[config.mk]
export PLATFORM = sky130hd
export DESIGN_NAME = conv_result_writer_flat
export DESIGN_NICKNAME = d
export VERILOG_FILES = /design/src/rtl/conv_layer_pkg.sv /design/src/rtl/conv_result_writer_if.sv /design/src/rtl/conv_row_fifo.sv /design/src/rtl/conv_result_writer.sv /design/src/flat_wrapper.sv
export SDC_FILE = /design/constraint.sdc
export NUM_CORES = 1
export LEC_CHECK = 0
export BUFFER_PORTS_ARGS = -buffer_cell sky130_fd_sc_hd__buf_2
export CORE_MARGIN = 2
export CORE_UTILIZATION = 55
export DETAILED_ROUTE_END_ITERATION = 16
export PLACE_DENSITY = 0.76
export SLEW_MARGIN = 20
export SYNTH_ARGS = -nofsm -noshare
export SYNTH_HDL_FRONTEND = slang
export SYNTH_SLANG_ARGS = --single-unit
[constraint.sdc]
create_clock -name clk -period 6.8 [get_ports clk]
set_clock_uncertainty 0.1 [all_clocks]
set_input_delay 0.34 -clock clk [delete_from_list [all_inputs] [get_ports clk]]
set_output_delay 0.34 -clock clk [all_outputs]
set_load 0.005 [all_outputs]
[src/rtl/conv_layer_pkg.sv]
// Shared constants, types and helpers for the convolution write-back path.
package conv_layer_pkg;

  localparam int unsigned DATA_WIDTH = 32;
  localparam int unsigned ROW_LEN    = 6;
  localparam int unsigned NUM_ROWS   = 6;
  localparam int unsigned ADDR_WIDTH = 6;
  localparam int unsigned BUS_WIDTH  = ROW_LEN * DATA_WIDTH;

  typedef logic [DATA_WIDTH-1:0] pixel_t;
  typedef logic [BUS_WIDTH-1:0]  row_t;
  typedef logic [ADDR_WIDTH-1:0] addr_t;
  typedef logic [2:0]            idx_t;

  localparam idx_t  COL_LAST  = idx_t'(ROW_LEN - 1);
  localparam idx_t  ROWS_MAX  = idx_t'(NUM_ROWS);
  localparam addr_t ROW_LEN_A = addr_t'(ROW_LEN);

  typedef enum logic [1:0] {
    IDLE  = 2'd0,
    WRITE = 2'd1,
    DONE  = 2'd2
  } wr_state_t;

  // Pixel 0 occupies the most significant lane of the packed row.
  function automatic pixel_t row_pixel(row_t r, idx_t col);
    return r[(ROW_LEN - 1 - int'(col)) * DATA_WIDTH +: DATA_WIDTH];
  endfunction

endpackage

[src/rtl/conv_result_writer_if.sv]
// Row handshake from conv_layer_top plus the result RAM write port.
interface conv_result_writer_if;
  import conv_layer_pkg::*;

  logic   i_row_valid;
  row_t   i_pixel_bus;
  logic   o_row_ready;
  addr_t  ram_addr;
  pixel_t ram_wdata;
  logic   ram_we;

  modport master (
    output i_row_valid, i_pixel_bus,
    input  o_row_ready, ram_addr, ram_wdata, ram_we
  );

  modport slave (
    input  i_row_valid, i_pixel_bus,
    output o_row_ready, ram_addr, ram_wdata, ram_we
  );

endinterface

[src/rtl/conv_row_fifo.sv]
// Two-entry row FIFO; head_o presents the oldest row while not empty.
module conv_row_fifo
  import conv_layer_pkg::*;
(
  input  logic       clk,
  input  logic       rst_n,
  input  logic       push_i,
  input  logic       pop_i,
  input  row_t       data_i,
  output row_t       head_o,
  output logic       full_o,
  output logic       empty_o,
  output logic [1:0] count_o
);

  row_t       mem_q [2];
  logic       wr_ptr_q;
  logic       rd_ptr_q;
  logic [1:0] count_q;
  logic       do_push;
  logic       do_pop;

  assign full_o  = (count_q == 2'd2);
  assign empty_o = (count_q == 2'd0);
  assign count_o = count_q;
  assign head_o  = mem_q[rd_ptr_q];
  assign do_push = push_i & ~full_o;
  assign do_pop  = pop_i & ~empty_o;

  always_ff @(posedge clk or negedge rst_n) begin
    if (!rst_n) begin
      for (int i = 0; i < 2; i++) mem_q[i] <= '0;
      wr_ptr_q <= 1'b0;
      rd_ptr_q <= 1'b0;
      count_q  <= 2'd0;
    end else begin
      if (do_push) begin
        mem_q[wr_ptr_q] <= data_i;
        wr_ptr_q        <= ~wr_ptr_q;
      end
      if (do_pop) rd_ptr_q <= ~rd_ptr_q;
      count_q <= count_q + {1'b0, do_push} - {1'b0, do_pop};
    end
  end

endmodule

[src/rtl/conv_result_writer.sv]
// Serialises buffered output rows into the 64x32 result RAM, one word per cycle.
// Build option: CONV_WRITER_RELU_EN clamps negative pixels (sign bit set) to zero.
module conv_result_writer
  import conv_layer_pkg::*;
(
  input  logic clk,
  input  logic rst_n,
  input  logic enable,
  conv_result_writer_if.slave bus,
  output logic o_busy,
  output logic o_done
);

  // state | meaning
  // IDLE  | waiting for a buffered row (and enable)
  // WRITE | emitting head row, one pixel per enabled cycle
  // DONE  | frame complete: o_done pulse, frame counters cleared

  wr_state_t  state_q, state_d;
  idx_t       col_q, col_d;
  idx_t       row_q, row_d;
  idx_t       acc_q, acc_d;
  logic       rdy_en_q;

  logic       push, pop, we, done;
  logic       full, empty;
  logic [1:0] count;
  row_t       head;
  pixel_t     pix, wdata;

  conv_row_fifo u_fifo (
    .clk     (clk),
    .rst_n   (rst_n),
    .push_i  (push),
    .pop_i   (pop),
    .data_i  (bus.i_pixel_bus),
    .head_o  (head),
    .full_o  (full),
    .empty_o (empty),
    .count_o (count)
  );

  assign bus.o_row_ready = rdy_en_q & ~full & (acc_q < ROWS_MAX);
  assign push            = bus.i_row_valid & bus.o_row_ready;

  assign pix = row_pixel(head, col_q);
`ifdef CONV_WRITER_RELU_EN
  assign wdata = pix[DATA_WIDTH-1] ? '0 : pix;
`else
  assign wdata = pix;
`endif

  always_ff @(posedge clk or negedge rst_n) begin
    if (!rst_n) begin
      state_q  <= IDLE;
      col_q    <= '0;
      row_q    <= '0;
      acc_q    <= '0;
      rdy_en_q <= 1'b0;
    end else begin
      state_q  <= state_d;
      col_q    <= col_d;
      row_q    <= row_d;
      acc_q    <= acc_d;
      rdy_en_q <= 1'b1;
    end
  end

  always_comb begin
    state_d = state_q;
    col_d   = col_q;
    row_d   = row_q;
    acc_d   = acc_q + {2'b00, push};
    pop     = 1'b0;
    we      = 1'b0;
    done    = 1'b0;
    unique case (state_q)
      IDLE: begin
        if (enable && !empty) state_d = WRITE;
      end
      WRITE: begin
        if (enable) begin
          we = 1'b1;
          if (col_q == COL_LAST) begin
            pop   = 1'b1;
            col_d = '0;
            row_d = row_q + 3'd1;
            // A row arriving on the same edge as the pop keeps the stream gapless.
            if (row_d == ROWS_MAX)                 state_d = DONE;
            else if (!(count == 2'd2 || push))     state_d = IDLE;
          end else begin
            col_d = col_q + 3'd1;
          end
        end
      end
      DONE: begin
        done    = 1'b1;
        col_d   = '0;
        row_d   = '0;
        acc_d   = '0;
        state_d = IDLE;
      end
      default: state_d = IDLE;
    endcase
  end

  assign bus.ram_we    = we;
  assign bus.ram_addr  = {3'b000, row_q} * ROW_LEN_A + {3'b000, col_q};
  assign bus.ram_wdata = (state_q == WRITE) ? wdata : '0;
  assign o_busy        = (acc_q != 3'd0);
  assign o_done        = done;

endmodule

[src/flat_wrapper.sv]
// flat-port wrapper written by rule: the top's interface ports become plain ports
module conv_result_writer_flat import conv_layer_pkg::*;
  (clk, rst_n, enable, o_busy, o_done, bus_i_row_valid, bus_i_pixel_bus, bus_o_row_ready, bus_ram_addr, bus_ram_wdata, bus_ram_we);
  conv_result_writer_if bus_i ();
  input  logic clk;
  input  logic rst_n;
  input  logic enable;
  output logic o_busy;
  output logic o_done;
  input wire logic [$bits(bus_i.i_row_valid)-1:0] bus_i_row_valid;
  input wire logic [$bits(bus_i.i_pixel_bus)-1:0] bus_i_pixel_bus;
  output wire logic [$bits(bus_i.o_row_ready)-1:0] bus_o_row_ready;
  output wire logic [$bits(bus_i.ram_addr)-1:0] bus_ram_addr;
  output wire logic [$bits(bus_i.ram_wdata)-1:0] bus_ram_wdata;
  output wire logic [$bits(bus_i.ram_we)-1:0] bus_ram_we;
  assign bus_i.i_row_valid = bus_i_row_valid;
  assign bus_i.i_pixel_bus = bus_i_pixel_bus;
  assign bus_o_row_ready = bus_i.o_row_ready;
  assign bus_ram_addr = bus_i.ram_addr;
  assign bus_ram_wdata = bus_i.ram_wdata;
  assign bus_ram_we = bus_i.ram_we;
  conv_result_writer u_core (.clk(clk), .rst_n(rst_n), .enable(enable), .bus(bus_i), .o_busy(o_busy), .o_done(o_done));
endmodule
==> summary.md <==
| Metric | Value |
|---|---|
| Relative slew slack | `28.5%` |
| Synth area leader | `dfrtp_1` |
| Minimum clock period | `4020 ps` |
| Post-DRT Antenna Nets | `0` |
| Initial drt markers | `720` |
| Setup repair after global routing missed its margin | `false` |
| Mean Syn Cell Area | `15.9 um2` |
| DR WL/cell | `22.1 um` |
| Multi-input logic area | `8360 um2` |
| Detailed Routing Iterations Pass 1 | `4` |
| TritonCTS buffer count | `44` |
| Skew-Pair Late Insertion Delay | `550 ps` |
| Pin count of the biggest net entering global routing | `185` |
| Delay-heaviest family, CP | `flip-flops` |
| Post-DP HPWL | `28.9 mm` |
| DIE WIDTH | `192 um` |
| Fillers | `2,362` |
| Cell Rows | `68` |
| Finish-stage setup viols | `0` |
| Leakage | `10.7 nW` |
| Critical-path top delay cell | `dfrtp_4` |
| Die area | `36,700 um2` |
| Synth Cell Area | `19,300 um2` |
| GRT Overall Usage | `25.7%` |
| Sequential power share | `38.8%` |
| Global-route wire length before repair | `73.0 mm` |
| Slew @ Worst Pin | `1070 ps` |
| Fin crit share | `59.2%` |
| Via count | `11,800` |
| Total wire length | `46.5 mm` |
| Register area | `10,000 um2` |
| Reg clk slew, reported paths | `60 ps` |
| Clock root buffer | `clkbuf_16` |
| FFs w/ async S/R, synth | `100%` |
| Critical path's largest stage delay | `900 ps` |
| Top-count cell post-synth | `dfrtp_1` |
| H-tree Lvls | `2` |
| Startpoint types | `register` |
| Die height | `192 um` |
| Post-synthesis net count | `1,425` |
| Top_reg_cell synth | `dfrtp_1` |
| Comb pwr share | `41.5%` |
| Final hold viol count | `0` |
| Area contributors post-synth | `dfrtp_1 (52%), mux2_4 (14%), mux2_2 (12%)` |
| Grt total ovfl | `0` |
| Mapped Cells | `1,215` |
| VDD IR max | `0.000257 V` |
| Initial core utilization | `55.8%` |
| CTS tree | `done` |
| CP cell instances | `inv_1, ha_1, nor2b_4, o211ai_1, o21ai_0, buf_2` |
| Placer Congestion | `0.836` |
| Placed cell count | `1,836` |
| Final nets | `1,831` |
| Crit path kind | `reg2out` |
| P per Cell Area | `480 nW/um2` |
| Overall power | `11.4 mW` |
| # DRC | `0` |
| Net load switching power | `3.71 mW` |
| Outcome | `complete, no violations` |
| CTS sink cnt | `400` |
| Clock Power Share | `19.7%` |
| Resized Gates After CTS | `0` |
| CP required | `6360 ps` |
| Layout cells sized above 1 | `46.5%` |
| Hold crit path type | `in2reg` |
| Hold buffer count at cts | `193` |
| Yosys warns | `0` |
| Buffers & Inverters on Critical Path | `2` |
| Total internal power | `7.68 mW` |
| Post-synth cell types | `39` |
| WP data arrival | `3580 ps` |
| Max-cap viol count | `0` |
| Area Growth Syn to Fin | `22.7%` |
| Setup bufs post-CTS | `0` |
| Fin. max-slew vios | `0` |
| Vias in the first global route | `12,900` |
| CP Capture Type | `primary output` |
| Post-synth top area share | `51.8%` |
| Seq/Total Area, Yosys | `51.8%` |
| Switching share of power | `32.6%` |
| Setup_tns | `0 ps` |
| Flops & latches, synth | `400` |
| Final Non-Filler Cells | `2,107` |
| EDFF count, synth | `0` |
| Via density | `5.62` |
| Buffers added on ports | `237` |
| F_max | `249 MHz` |
| Top cells by count, synth | `dfrtp_1 (400), mux2_2 (205), mux2_4 (180), mux2i_1 (64), mux4_2 (64)` |
| I/O pins | `238` |
| Core region area | `34,600 um2` |
| Worst-path fanout max | `44` |
| Initial antenna violation count | `5` |
| Clk buf depth | `3` |
-- routing by layer --
metal / up-vias / GRT usage (%) / share of wire (%)
li1: 5267 / - / -
met1: 6215 / 38.7 / 46
met2: 300 / 38.6 / 47
met3: 64 / 4.50 / 5.4
met4: 0 / 6.80 / 1.9
met5: - / 0 / 0
-- cell usage in the layout (no fill, tap or decap), drive strengths merged, types with 2 or more instances in the layout --
master | netlist | final
a22oi | 31 | 31
dlygate4sd3 | 0 | 193
dfrtp | 400 | 400
a21oi | 6 | 6
mux2 | 385 | 385
nand2b | 2 | 2
ha | 12 | 12
buf | 67 | 252
nor3b | 3 | 3
xnor2 | 2 | 2
nand2 | 7 | 7
nor2 | 5 | 5
clkbuf | 18 | 66
inv | 38 | 38
and3 | 2 | 2
fa | 2 | 2
clkinv | 0 | 4
o211ai | 32 | 32
mux2i | 64 | 64
nor2b | 5 | 5
nand3 | 9 | 9
o21ai | 39 | 39
and2 | 4 | 4
xor2 | 7 | 7
mux4 | 64 | 64
diode | 0 | 5
or3 | 2 | 2
a21o | 2 | 2
-- tightest hold or removal path, delay by kind of cell --
family          cells  cell delay (ps)
compound gates      2              200
buf+inv             1              120
simple gates        1               80
-- sequential cells by signal, summed over array words and instances (netlist names) --
register,cells
u_core.u_fifo.mem_q,384
u_core.acc_q,3
u_core.col_q,3
u_core.row_q,3
u_core.state_q,2
u_core.u_fifo.count_o,2
u_core.rdy_en_q,1
u_core.u_fifo.rd_ptr_q,1
u_core.u_fifo.wr_ptr_q,1
-- worst paths after layout --
| kind | depth (start not counted) | slack [ps] | start | end |
|---|---|---|---|---|
| max in group asynchronous | 3 | 4830 | rst_n | u_core.u_fifo.rd_ptr_q |
| setup / recovery | 6 | 2780 | u_core.col_q[1] | bus_ram_wdata[11] |
| min in group asynchronous | 2 | 280 | rst_n | u_core.u_fifo.mem_q[188] |
| setup reg to reg | 5 | 3540 | u_core.u_fifo.count_o[0] | u_core.u_fifo.mem_q[38] |
| hold reg to reg | 1 | 400 | u_core.u_fifo.mem_q[96] | u_core.u_fifo.mem_q[96] |
| hold / removal | 4 | 130 | enable | u_core.state_q[0] |
-- power groups by stage --
| stage | combinational (mW) | clock [mW] | sequential [mW] |
|---|---|---|---|
| 2_1_floorplan | 3.68 | 0 | 4.03 |
| 3_3_place_gp | 4.47 | 0 | 4.33 |
| 3_5_place_dp | 4.59 | 0 | 4.39 |
| 4_1_cts | 4.70 | 2.28 | 4.38 |
| 5_1_grt | 5.08 | 2.39 | 4.55 |
| 6_report | 4.73 | 2.25 | 4.42 |
-- cells by family (layout without fill, tap and decap cells) --
kind of cell             after synthesis  count (layout)  synth area share (%)
multiplexers                         513             513                  36.7
flip-flops                           400             400                  51.8
buffers and inverters                123             555                  5.10
AO/OA/AOI/OAI                        113             113                  3.82
AND/OR/NAND/NOR                       42              42                  1.23
adder cells (fa/ha/maj)               14              14                 0.983
XOR/XNOR                               9               9                 0.408
other                                  1               6                0.0194
-- per-stage QoR --
step	utilization, %	area (um2)	worst slack [ps]	hold WS [ps]
detailed placement	59.0	20400	3460	265
finish	68.5	23700	2780	132
CTS	68.4	23700	2850	108
floorplan	-	19300	4630	-55.6
global route	68.5	23700	2660	131
global placement	59.0	20400	3480	262
-- layout make-up --
class,instances,share of cell area [%]
flip-flops and latches,400,42.2
multi-input cells,692,35.2
repair buffers,445,13.9
clock buffers,66,5.37
well taps,455,2.40
inverters,38,0.601
clock inverters,6,0.243
diodes,5,0.0527
(Power assumes the default switching activity.)
